===== src/rtl/serial_addsub.sv =====
// ============================================================================
// Module   : serial_addsub
// Brief    : Digit-serial adder/subtractor, LSB first, DIGIT bits per cycle,
//            with valid/ready handshakes on operands and result.
// Revision : 1.0 - initial release
// ============================================================================
`default_nettype none

module serial_addsub #(
    parameter int WIDTH = 32,
    parameter int DIGIT = 1
) (
    input  logic             clk,
    input  logic             rst_n,
    input  logic             i_in_valid,
    output logic             o_in_ready,
    input  logic [WIDTH-1:0] i_a,
    input  logic [WIDTH-1:0] i_b,
    input  logic             i_cin,
    input  logic             i_sub,
    output logic             o_out_valid,
    input  logic             i_out_ready,
    output logic [WIDTH-1:0] o_sum,
    output logic             o_cout,
    output logic             o_ovf
);

    localparam int N     = WIDTH / DIGIT;
    localparam int CNT_W = (N > 1) ? $clog2(N) : 1;
    localparam logic [CNT_W-1:0] C_LAST = CNT_W'(N - 1);

    typedef enum logic [1:0] {
        S_IDLE = 2'd0,
        S_RUN  = 2'd1,
        S_DONE = 2'd2
    } state_t;

    state_t           r_state;
    logic [CNT_W-1:0] r_cnt;
    logic             r_carry;
    logic [WIDTH-1:0] r_a;
    logic [WIDTH-1:0] r_b;
    logic [WIDTH-1:0] r_psum;
    logic [WIDTH-1:0] r_sum;
    logic             r_cout;
    logic             r_ovf;

    logic [DIGIT-1:0] w_dsum;
    logic             w_c;
    logic             w_dcarry;
    logic             w_msb_cin;
    logic [WIDTH-1:0] w_psum_next;

    // Ripple through one digit; the carry entering the digit's top bit is
    // kept so overflow can be formed on the final digit.
    always_comb begin
        w_c       = r_carry;
        w_msb_cin = r_carry;
        w_dsum    = '0;
        for (int i = 0; i < DIGIT; i++) begin
            if (i == DIGIT - 1) begin
                w_msb_cin = w_c;
            end
            w_dsum[i] = r_a[i] ^ r_b[i] ^ w_c;
            w_c       = (r_a[i] & r_b[i]) | (r_a[i] & w_c) | (r_b[i] & w_c);
        end
        w_dcarry = w_c;
    end

    assign w_psum_next = (r_psum >> DIGIT) | (WIDTH'(w_dsum) << (WIDTH - DIGIT));

    always_ff @(posedge clk or negedge rst_n) begin
        if (!rst_n) begin
            r_state <= S_IDLE;
            r_cnt   <= '0;
            r_carry <= 1'b0;
            r_a     <= '0;
            r_b     <= '0;
            r_psum  <= '0;
            r_sum   <= '0;
            r_cout  <= 1'b0;
            r_ovf   <= 1'b0;
        end else begin
            case (r_state)
                S_IDLE: begin
                    if (i_in_valid) begin
                        r_a     <= i_a;
                        r_b     <= i_sub ? ~i_b : i_b;
                        r_carry <= i_sub ? ~i_cin : i_cin;
                        r_cnt   <= '0;
                        r_state <= S_RUN;
                    end
                end
                S_RUN: begin
                    r_a     <= r_a >> DIGIT;
                    r_b     <= r_b >> DIGIT;
                    r_psum  <= w_psum_next;
                    r_carry <= w_dcarry;
                    r_cnt   <= r_cnt + CNT_W'(1);
                    if (r_cnt == C_LAST) begin
                        r_sum   <= w_psum_next;
                        r_cout  <= w_dcarry;
                        r_ovf   <= w_msb_cin ^ w_dcarry;
                        r_state <= S_DONE;
                    end
                end
                S_DONE: begin
                    if (i_out_ready) begin
                        r_state <= S_IDLE;
                    end
                end
                default: r_state <= S_IDLE;
            endcase
        end
    end

    assign o_in_ready  = (r_state == S_IDLE);
    assign o_out_valid = (r_state == S_DONE);
    assign o_sum       = r_sum;
    assign o_cout      = r_cout;
    assign o_ovf       = r_ovf;

endmodule

`default_nettype wire


===== config.mk =====
export PLATFORM = sky130hd
export DESIGN_NAME = serial_addsub
export DESIGN_NICKNAME = d
export VERILOG_FILES = /design/src/rtl/serial_addsub.sv
export SDC_FILE = /design/constraint.sdc
export NUM_CORES = 1
export LEC_CHECK = 0
export BUFFER_PORTS_ARGS = -buffer_cell sky130_fd_sc_hd__buf_2
export CAP_MARGIN = 20
export CORE_MARGIN = 10
export CORE_UTILIZATION = 55
export CTS_CLUSTER_SIZE = 8
export DETAILED_ROUTE_END_ITERATION = 6
export PLACE_DENSITY = 0.78
export REMOVE_ABC_BUFFERS = 1
export SETUP_SLACK_MARGIN = 0.15
export SLEW_MARGIN = 20
export SYNTH_ARGS = -nofsm -noshare
export SYNTH_HDL_FRONTEND = slang
export SYNTH_SLANG_ARGS = --single-unit

===== constraint.sdc =====
create_clock -name clk -period 2.7 [get_ports clk]
set_input_delay 0.135 -clock clk [delete_from_list [all_inputs] [get_ports clk]]
set_output_delay 0.135 -clock clk [all_outputs]
set_load 0.02 [all_outputs]

Yosys cells after proc, flatten, opt, wreduce, memory -nomap -nowiden --
Index checks and enable logic that the tools add are counted.
Word-level totals: register bits after elaboration 138, input bits 70, output and inout port bits 36, logic and storage cells 46
Operators by class: add/sub/neg operators 1, equal/unequal tests 6, muxes and demuxes 14, bitwise operators 11, reduce and logical (&&, ||, !) cells 5
Operator list (count):
- 32-bit one-hot mux with 2 select lines | 2
- 32-bit two-way mux | 3
- 32-bit inverter | 1
- 31-bit by 32-bit OR with 32-bit output | 1
- 5-bit one-hot mux with 2 select lines | 1
- 2-bit two-way mux | 3
- 2-bit one-hot mux with 3 select lines | 1
- 5-bit by 1-bit adder with 5-bit output (second input constant) | 1
- 5-bit == test (second input constant) | 1
- 5-bit two-way mux | 1
- 2-bit != test (second input constant) | 2
- 2-bit AND reduction | 2
- 1-bit bitwise AND | 3
- 3-bit AND reduction | 1
- 1-bit XOR | 3
- 2-bit by 1-bit == test with 1-bit output (second input constant) | 1
- 2-bit == test (second input constant) | 1
- 2-bit logical NOT | 1
- 1-bit two-way mux | 2
- 2-bit by 1-bit != test with 1-bit output (second input constant) | 1
- 1-bit OR | 2
- 1-bit one-hot mux with 2 select lines | 1
- 2-bit nonzero test | 1
- 1-bit inverter | 1

Logic depth before layout (Yosys ltp) --
Gate-level depths: netlist (run 1).
word-level depth 4, gate-level depth with buffers 8, depth with buffers taken out 6

Least setup slack after synthesis (run 1) --
OpenSTA, ideal clock, no wires.
kind flip-flop to flip-flop, start point register r_cnt[0], end point register r_sum[10] (netlist: o_sum[10]), arrival time 1.749 ns, path slack 0.827 ns, cell stages (with the launch flop) 8, cell sequence dfrtp_1 ha_1 and3_1 ha_1 nand3b_1 buf_2 buf_2 mux2_2
On the way: word-level cells in the longest chain between the ends 2
RTL lines:
- start: declaration | RTL line 39 | logic [CNT_W-1:0] r_cnt;
- start signal: assignment | RTL line 99 | r_cnt <= r_cnt + CNT_W'(1);
- 5-bit == test | RTL line 100 | if (r_cnt == C_LAST) begin
- 2-bit AND reduction (no line)
- end signal: assignment | RTL line 101 | r_sum <= w_psum_next;
- end: declaration | RTL line 44 | logic [WIDTH-1:0] r_sum;
No other way between the ends. A chain may end at the register's enable or synchronous reset.

Final worst setup path (run 1) --
start point register r_state[0], end point output o_out_valid
On the way: word-level cells in the longest chain between the ends 1
RTL lines:
- start: declaration | RTL line 38 | state_t r_state;
- start signal: assignment | RTL line 74 | r_state <= S_IDLE;
- start signal: assignment | RTL line 91 | r_state <= S_RUN;
- start signal: assignment | RTL line 104 | r_state <= S_DONE;
- 2-bit == test | RTL line 118 | assign o_out_valid = (r_state == S_DONE);
- end: declaration | RTL line 21 | output logic o_out_valid,
No other way between the ends.

==> reports/results.ini, run 1 <==
[power_and_ir_drop]
seqPwrFrac_pct = 42.3
p_int_w = 0.00562
p_sw_share_pct = 31.9
peakVddDrop_uv = 681
p_clk_share_pct = 31.9
p_leak_nw = 3.72
powerDensity_nw_per_um2 = 1090
switchingPower_w = 0.00263
p_comb_share_pct = 25.8

[clocking]
clk_pin_slew_worst_paths_ps = 60
cts_root_buffer = clkbuf_16
post-cts-setup-buffers = 0
clkLatencyLatePin_ps = 410
cts_max_path_buffers = 2
clock_sinks = 137
cts_made_buffers = 17
htreeDepth = 4
cts_tree = built

[setup_path]
path_max_fanout = 44
reg2reg_depth = 6
r2r_setup_slack_ps = 680
crit_path_start_kind = flop
path_class = flop to primary output
rr_startpoint = r_cnt[0]
cp.arrival_ps = 1930
endpoint_kind = primary output
r2r_end = o_sum[3]
required_ps = 2570

[worst_hold_path]
min_path_cells = 3
worstHoldPathType = input pin to flop
min_from = i_a[25]
holdPathEnd = r_a[25]

[synthesis]
syn-cell-area_um2 = 6250
syn_area_per_cell_um2 = 10.4
ys.warnings.count = 0
synth_cells = 603
synth_cell_types = 31
yosysSeqAreaShare_pct = 54.9
synth-seq-cells = 137

[sta]
skew_ps = 11.0
final_max_slew_viol_count = 0
worstMarginPinSlew_ps = 719
max_freq_mhz = 484
relSlewSlack_pct = 51.9
setup_viol = 0
post-route-period-util_pct = 76.5
tns_ps = 0
hold_viol_final = 0
rsz0062_at_grt = false
fin_crit_ps = 2070

[placed_design]
buffer_ports.inserted = 105
place.detailed.hpwl_um = 9390
gp_congestion = 0.801
dp_cells = 813

[final_layout]
layout_common_cells = nand2_1, dfrtp_1, buf_2
nets = 770
drive_gt1_share_pct = 26.8
fin_cells = 850
fillers = 824
syn2layout_area_growth_pct = 21.6
diodes = 0
final_common_cell = nand2_1

[flow_run]
maxCapViolations = 0

[detailed_routing]
first_pass_iters = 5
viasPerCell = 5.69
drc_errors = 0
wirelength_um = 14300
vias = 4833
post_drt_wl_per_cell_um = 16.8
drt-initial-drc-count = 349
ant_nets = 0

[floorplanning]
dieWidth_um = 127
initial_core_util_pct = 56.9
ioPinCount = 106
fp.dieH_um = 127
core_area_um2 = 11000
core.rowCount = 38
die-area_um2 = 16000

[global_routing]
grt_usage_pct = 17.6
overflow = 0
grt_pass1_wl_um = 23700
grt_pass1_vias = 4887
antenna_found_initial = 0
grt_max_degree = 74

[status]
status = finished, final reports clean

[registers in the layout (all words and copies together) (netlist names)]
signal and count:
o_cout 1, r_cnt 5, o_ovf 1, r_psum 31, r_state 2, r_a 32, o_sum 32, r_carry 1
r_b 32
[metrics by stage]
step	utilization, %	power (W)	hold WS [ps]	instance area (um2)	setup slack [ps]
finish	69.2	0.00824	14.7	7600	634
global route	69.2	0.00878	12.7	7600	521
CTS	69.2	0.00831	0.188	7600	631
detailed placement	62.6	0.00564	197	6870	673
global placement	62.6	0.00547	191	6870	754
floorplan	-	0.00484	-161	6010	-1690
[critical path, stage by stage, from the launching register on]
cell      delay (ps)
dfrtp_2          650
buf_4            470
nand2b_1         180
inv_1             40
buf_2            150
[logic make-up after synthesis]
group / count (synthesis) / share of synthesized area (%)
buf+inv: 61 / 4.45
mux: 35 / 6.29
simple gates: 184 / 12.8
xor+xnor: 34 / 4.77
flops: 137 / 54.9
compound gates: 149 / 16.1
fa+ha+maj: 3 / 0.721
[worst max-delay path by stage]
stage / from / end / slack (ps)
4_1_cts: r_state[0] / o_out_valid / 630
3_3_place_gp: r_cnt[0] / o_sum[2] / 750
5_1_grt: r_state[0] / o_out_valid / 520
6_report: r_state[0] / o_out_valid / 630
2_1_floorplan: r_state[0] / r_cnt[3] / -1690
3_5_place_dp: r_cnt[0] / o_sum[3] / 670
[synth_stat cells]
master | number | share of area (%)
nand2_1 | 140 | 8.4
dfrtp_1 | 137 | 55
o21ai_0 | 37 | 3.0
a22oi_1 | 34 | 4.1
mux2_2 | 34 | 6.1
nor2b_1 | 34 | 3.4
a21oi_1 | 33 | 2.6
xnor2_1 | 33 | 4.6
buf_2 | 24 | 1.9
clkbuf_1 | 23 | 1.4
o221ai_1 | 20 | 2.8
inv_1 | 10 | 0.60
a221o_1 | 9 | 1.4
o32ai_1 | 9 | 1.3
a22o_1 | 3 | 0.42
nor2_1 | 3 | 0.18
o211ai_1 | 3 | 0.36
buf_6 | 2 | 0.36
ha_1 | 2 | 0.40
nand2b_1 | 2 | 0.20
and2b_1 | 1 | 0.12
and3_1 | 1 | 0.10
buf_1 | 1 | 0.060
buf_4 | 1 | 0.12
fa_1 | 1 | 0.32
mux2i_1 | 1 | 0.16
nand3b_1 | 1 | 0.12
nand4_1 | 1 | 0.10
o21bai_1 | 1 | 0.12
or3b_1 | 1 | 0.14
xor2_1 | 1 | 0.14
[power by group through the flow]
stage / clock (W) / sequential, W / combinational [W]
global placement: 0 / 0.00344 / 0.00204
finish: 0.00263 / 0.00348 / 0.00213
global route: 0.00277 / 0.00360 / 0.00241
CTS: 0.00267 / 0.00347 / 0.00216
floorplan: 0 / 0.00354 / 0.00130
detailed placement: 0 / 0.00349 / 0.00214
[metal layers]
metal / up-vias / global-route usage (%) / wire, um
met2: 142 / 26.2 / 6840
met1: 2404 / 23.7 / 6360
met3: 16 / 5.87 / 918
met4: 0 / 5.76 / 150
met5: - / 0 / 0
li1: 2271 / - / -
[final cells by class]
| class | instances | area [um2] | share of cell area [%] |
|---|---|---|---|
| Sequential cell | 137 | 3430 | 45.2 |
| Multi-Input combinational cell | 405 | 2550 | 33.6 |
| Timing Repair Buffer | 126 | 727 | 9.57 |
| Clock buffer | 20 | 457 | 6.01 |
| Clock inverter | 12 | 220 | 2.90 |
| Tap cell | 140 | 175 | 2.31 |
| Inverter | 10 | 37.5 | 0.494 |
[timing repair]
item,4_1_cts,5_1_grt
endpoints found under the hold margin,75,0
hold buffers,5,0
resized for setup,0,0
(Power assumes the default switching activity.)
==> inputs of run 2 (changes only) <==
==> constraint.sdc (replaced) <==
create_clock -name clk -period 2.1 [get_ports clk]
set_input_delay 0.105 -clock clk [delete_from_list [all_inputs] [get_ports clk]]
set_output_delay 0.105 -clock clk [all_outputs]
set_load 0.02 [all_outputs]
==> run 2 against run 1 <==
  * Cell area increased by 4.3%
  * Core utilization increased by 3.0 points
  * Combinational power increased by 38%
  * Critical path type is now flop to flop
  * Die area unchanged
  * Clock skew decreased by 4.3 ps
  * Setup slack got worse by 450 ps
  * Flip-flop and latch count unchanged
  * Non-clock buffer count increased by 37
==> reports/results.ini, run 2 (synthesis results as in run 1) <==
[clocking]
htreeDepth = 4  ; unchanged
clk_pin_slew_worst_paths_ps = 60  ; about the same
cts_root_buffer = clkbuf_16
clkLatencyLatePin_ps = 410  ; about the same
cts_tree = built
clock_sinks = 137  ; unchanged
cts_max_path_buffers = 2  ; unchanged
cts_made_buffers = 17  ; unchanged

[floorplanning]
core.rowCount = 38  ; unchanged
fp.dieH_um = 127  ; unchanged
initial_core_util_pct = 56.9  ; unchanged
dieWidth_um = 127  ; unchanged
ioPinCount = 106  ; unchanged
die-area_um2 = 16000  ; unchanged
core_area_um2 = 11000  ; unchanged

[detailed_routing]
drt-initial-drc-count = 473  ; +36%
drc_errors = 0  ; unchanged
first_pass_iters = 5  ; unchanged
viasPerCell = 5.60  ; -1.5%
vias = 4966  ; +2.8%
wirelength_um = 15600  ; +9.6%
post_drt_wl_per_cell_um = 17.6  ; +5.0%
ant_nets = 0  ; unchanged

[sta]
fin_crit_ps = 1910
rsz0062_at_grt = false
relSlewSlack_pct = 61.5  ; +9.6 points
max_freq_mhz = 522
hold_viol_final = 0  ; unchanged
post-route-period-util_pct = 91.2
worst_slack_ps = 186  ; -448 ps
final_max_slew_viol_count = 0  ; unchanged
whs_ps = 3.30  ; -11.4 ps
skew_ps = 6.72  ; -4.31 ps
worstMarginPinSlew_ps = 576  ; -143 ps
setup_viol = 0  ; unchanged

[final_layout]
layout_common_cells = nand2_1, dfrtp_1, buf_2
nets = 807  ; +4.8%
diodes = 0  ; unchanged
fin_cells = 887  ; +4.4%
final_common_cell = nand2_1
drive_gt1_share_pct = 28.0  ; +1.2 points
syn2layout_area_growth_pct = 26.9

[power_and_ir_drop]
p_leak_nw = 3.89  ; +4.5%
powerDensity_nw_per_um2 = 1310  ; +21%
peakVddDrop_uv = 830  ; +22%

[setup_path]
rr_startpoint = r_cnt[0]
path_max_fanout = 5  ; -89%
critPathSlowestCell = dfrtp_1
reg2reg_depth = 7  ; +1
endpoint_kind = flop
path_common_cell = ha_2
max_stage_delay_ps = 390  ; -260 ps
r2r_end = o_sum[12]
required_ps = 2390  ; -180 ps
crit_path_start_kind = flop
path_class = flop to flop
r2r_setup_slack_ps = 190  ; -490 ps
cp.arrival_ps = 2210  ; +280 ps
cp_cell_sequence = ha_2 -> and3_1 -> ha_2 -> nand3b_1 -> buf_6 -> clkbuf_16 -> mux2_2

[flow_run]
maxCapViolations = 0  ; unchanged

[placed_design]
place.detailed.hpwl_um = 9850  ; +4.9%
gp_congestion = 0.773  ; -3.4%
dp_slack_ps = 230  ; -443 ps
buffer_ports.inserted = 105  ; unchanged
dp_cells = 822  ; +1.1%

[global_routing]
grt_usage_pct = 18.8  ; +1.2 points
grt_pass1_wl_um = 25100  ; +5.8%
antenna_found_initial = 0  ; unchanged
overflow = 0  ; unchanged
grt_max_degree = 61  ; -18%
grt_pass1_vias = 5076  ; +3.9%

[worst_hold_path]
worstHoldPathType = input pin to flop
min_from = i_a[19]
min_path_cells = 3  ; unchanged
holdPathEnd = r_a[19]

[status]
status = finished, final reports clean

-- run 2: cell types whose count changed in the layout (fill, tap and decap cells not counted), sizes merged --
cell,before,now
clkinv,2,3
clkbuf,20,24
buf,121,136
dlygate4sd3,5,25
clkinvlp,4,3
bufinv,6,2
inv,10,12
-- run 2: what timing repair did --
action,4_1_cts,5_1_grt
hold buffers,25,0
resized for setup,0,5
buffers inserted,0,3
setup endpoints to repair,0,1
endpoints found under the hold margin,146,0
-- run 2: layout make-up --
class	instances	area, um2
repair buffers	163	1130
inverters	10	37.5
clock inverters	10	115
multi-input cells	405	2550
fillers	756	3060
well taps	140	175
clock buffers	22	484
flip-flops and latches	137	3430
-- run 2: report_power, final --
| part | switching [W] | internal, W |
|---|---|---|
| registers | 0.000765 | 0.00370 |
| clock network | 0.00112 | 0.00188 |
| logic | 0.00161 | 0.00134 |
| total | 0.00349 | 0.00692 |
-- run 2: through the flow --
| stage | area [um2] | setup TNS [ps] | total power [W] | utilization (%) |
|---|---|---|---|---|
| 2_1_floorplan | 6010 | -196610 | 0.00622 | - |
| 3_3_place_gp | 6950 | 0 | 0.00710 | 63.3 |
| 3_5_place_dp | 6950 | 0 | 0.00731 | 63.3 |
| 4_1_cts | 7800 | 0 | 0.0104 | 71.0 |
| 5_1_grt | 7920 | 0 | 0.0111 | 72.1 |
| 6_report | 7920 | 0 | 0.0104 | 72.1 |
-- run 2: how the worst max path moves through the flow --
stage,startpoint,end,slack [ps],cells after the start
floorplan,r_state[0],r_cnt[3],-2290,3
global placement,r_cnt[0],o_sum[26],300,6
detailed placement,r_cnt[0],o_sum[31],230,6
CTS,r_cnt[0],o_sum[29],210,6
global route,r_cnt[0],o_sum[12],140,7
finish,r_cnt[0],o_sum[12],190,7
-- run 2: critical path: cells and delay by family (launching register included) --
| kind | cells | cell delay, ps |
|---|---|---|
| buffers and inverters | 2 | 340 |
| multiplexers | 1 | 330 |
| adder cells (fa/ha/maj) | 2 | 370 |
| AND/OR/NAND/NOR | 2 | 360 |
| flip-flops | 1 | 390 |
-- run 2: metal layers --
layer | vias to the layer above | global-route usage [%] | routed length (um)
met5 | - | 0 | 0
met4 | 0 | 4.55 | 130
met3 | 14 | 6.29 | 1040
met2 | 173 | 29.3 | 7620
met1 | 2432 | 24.6 | 6840
li1 | 2347 | - | -
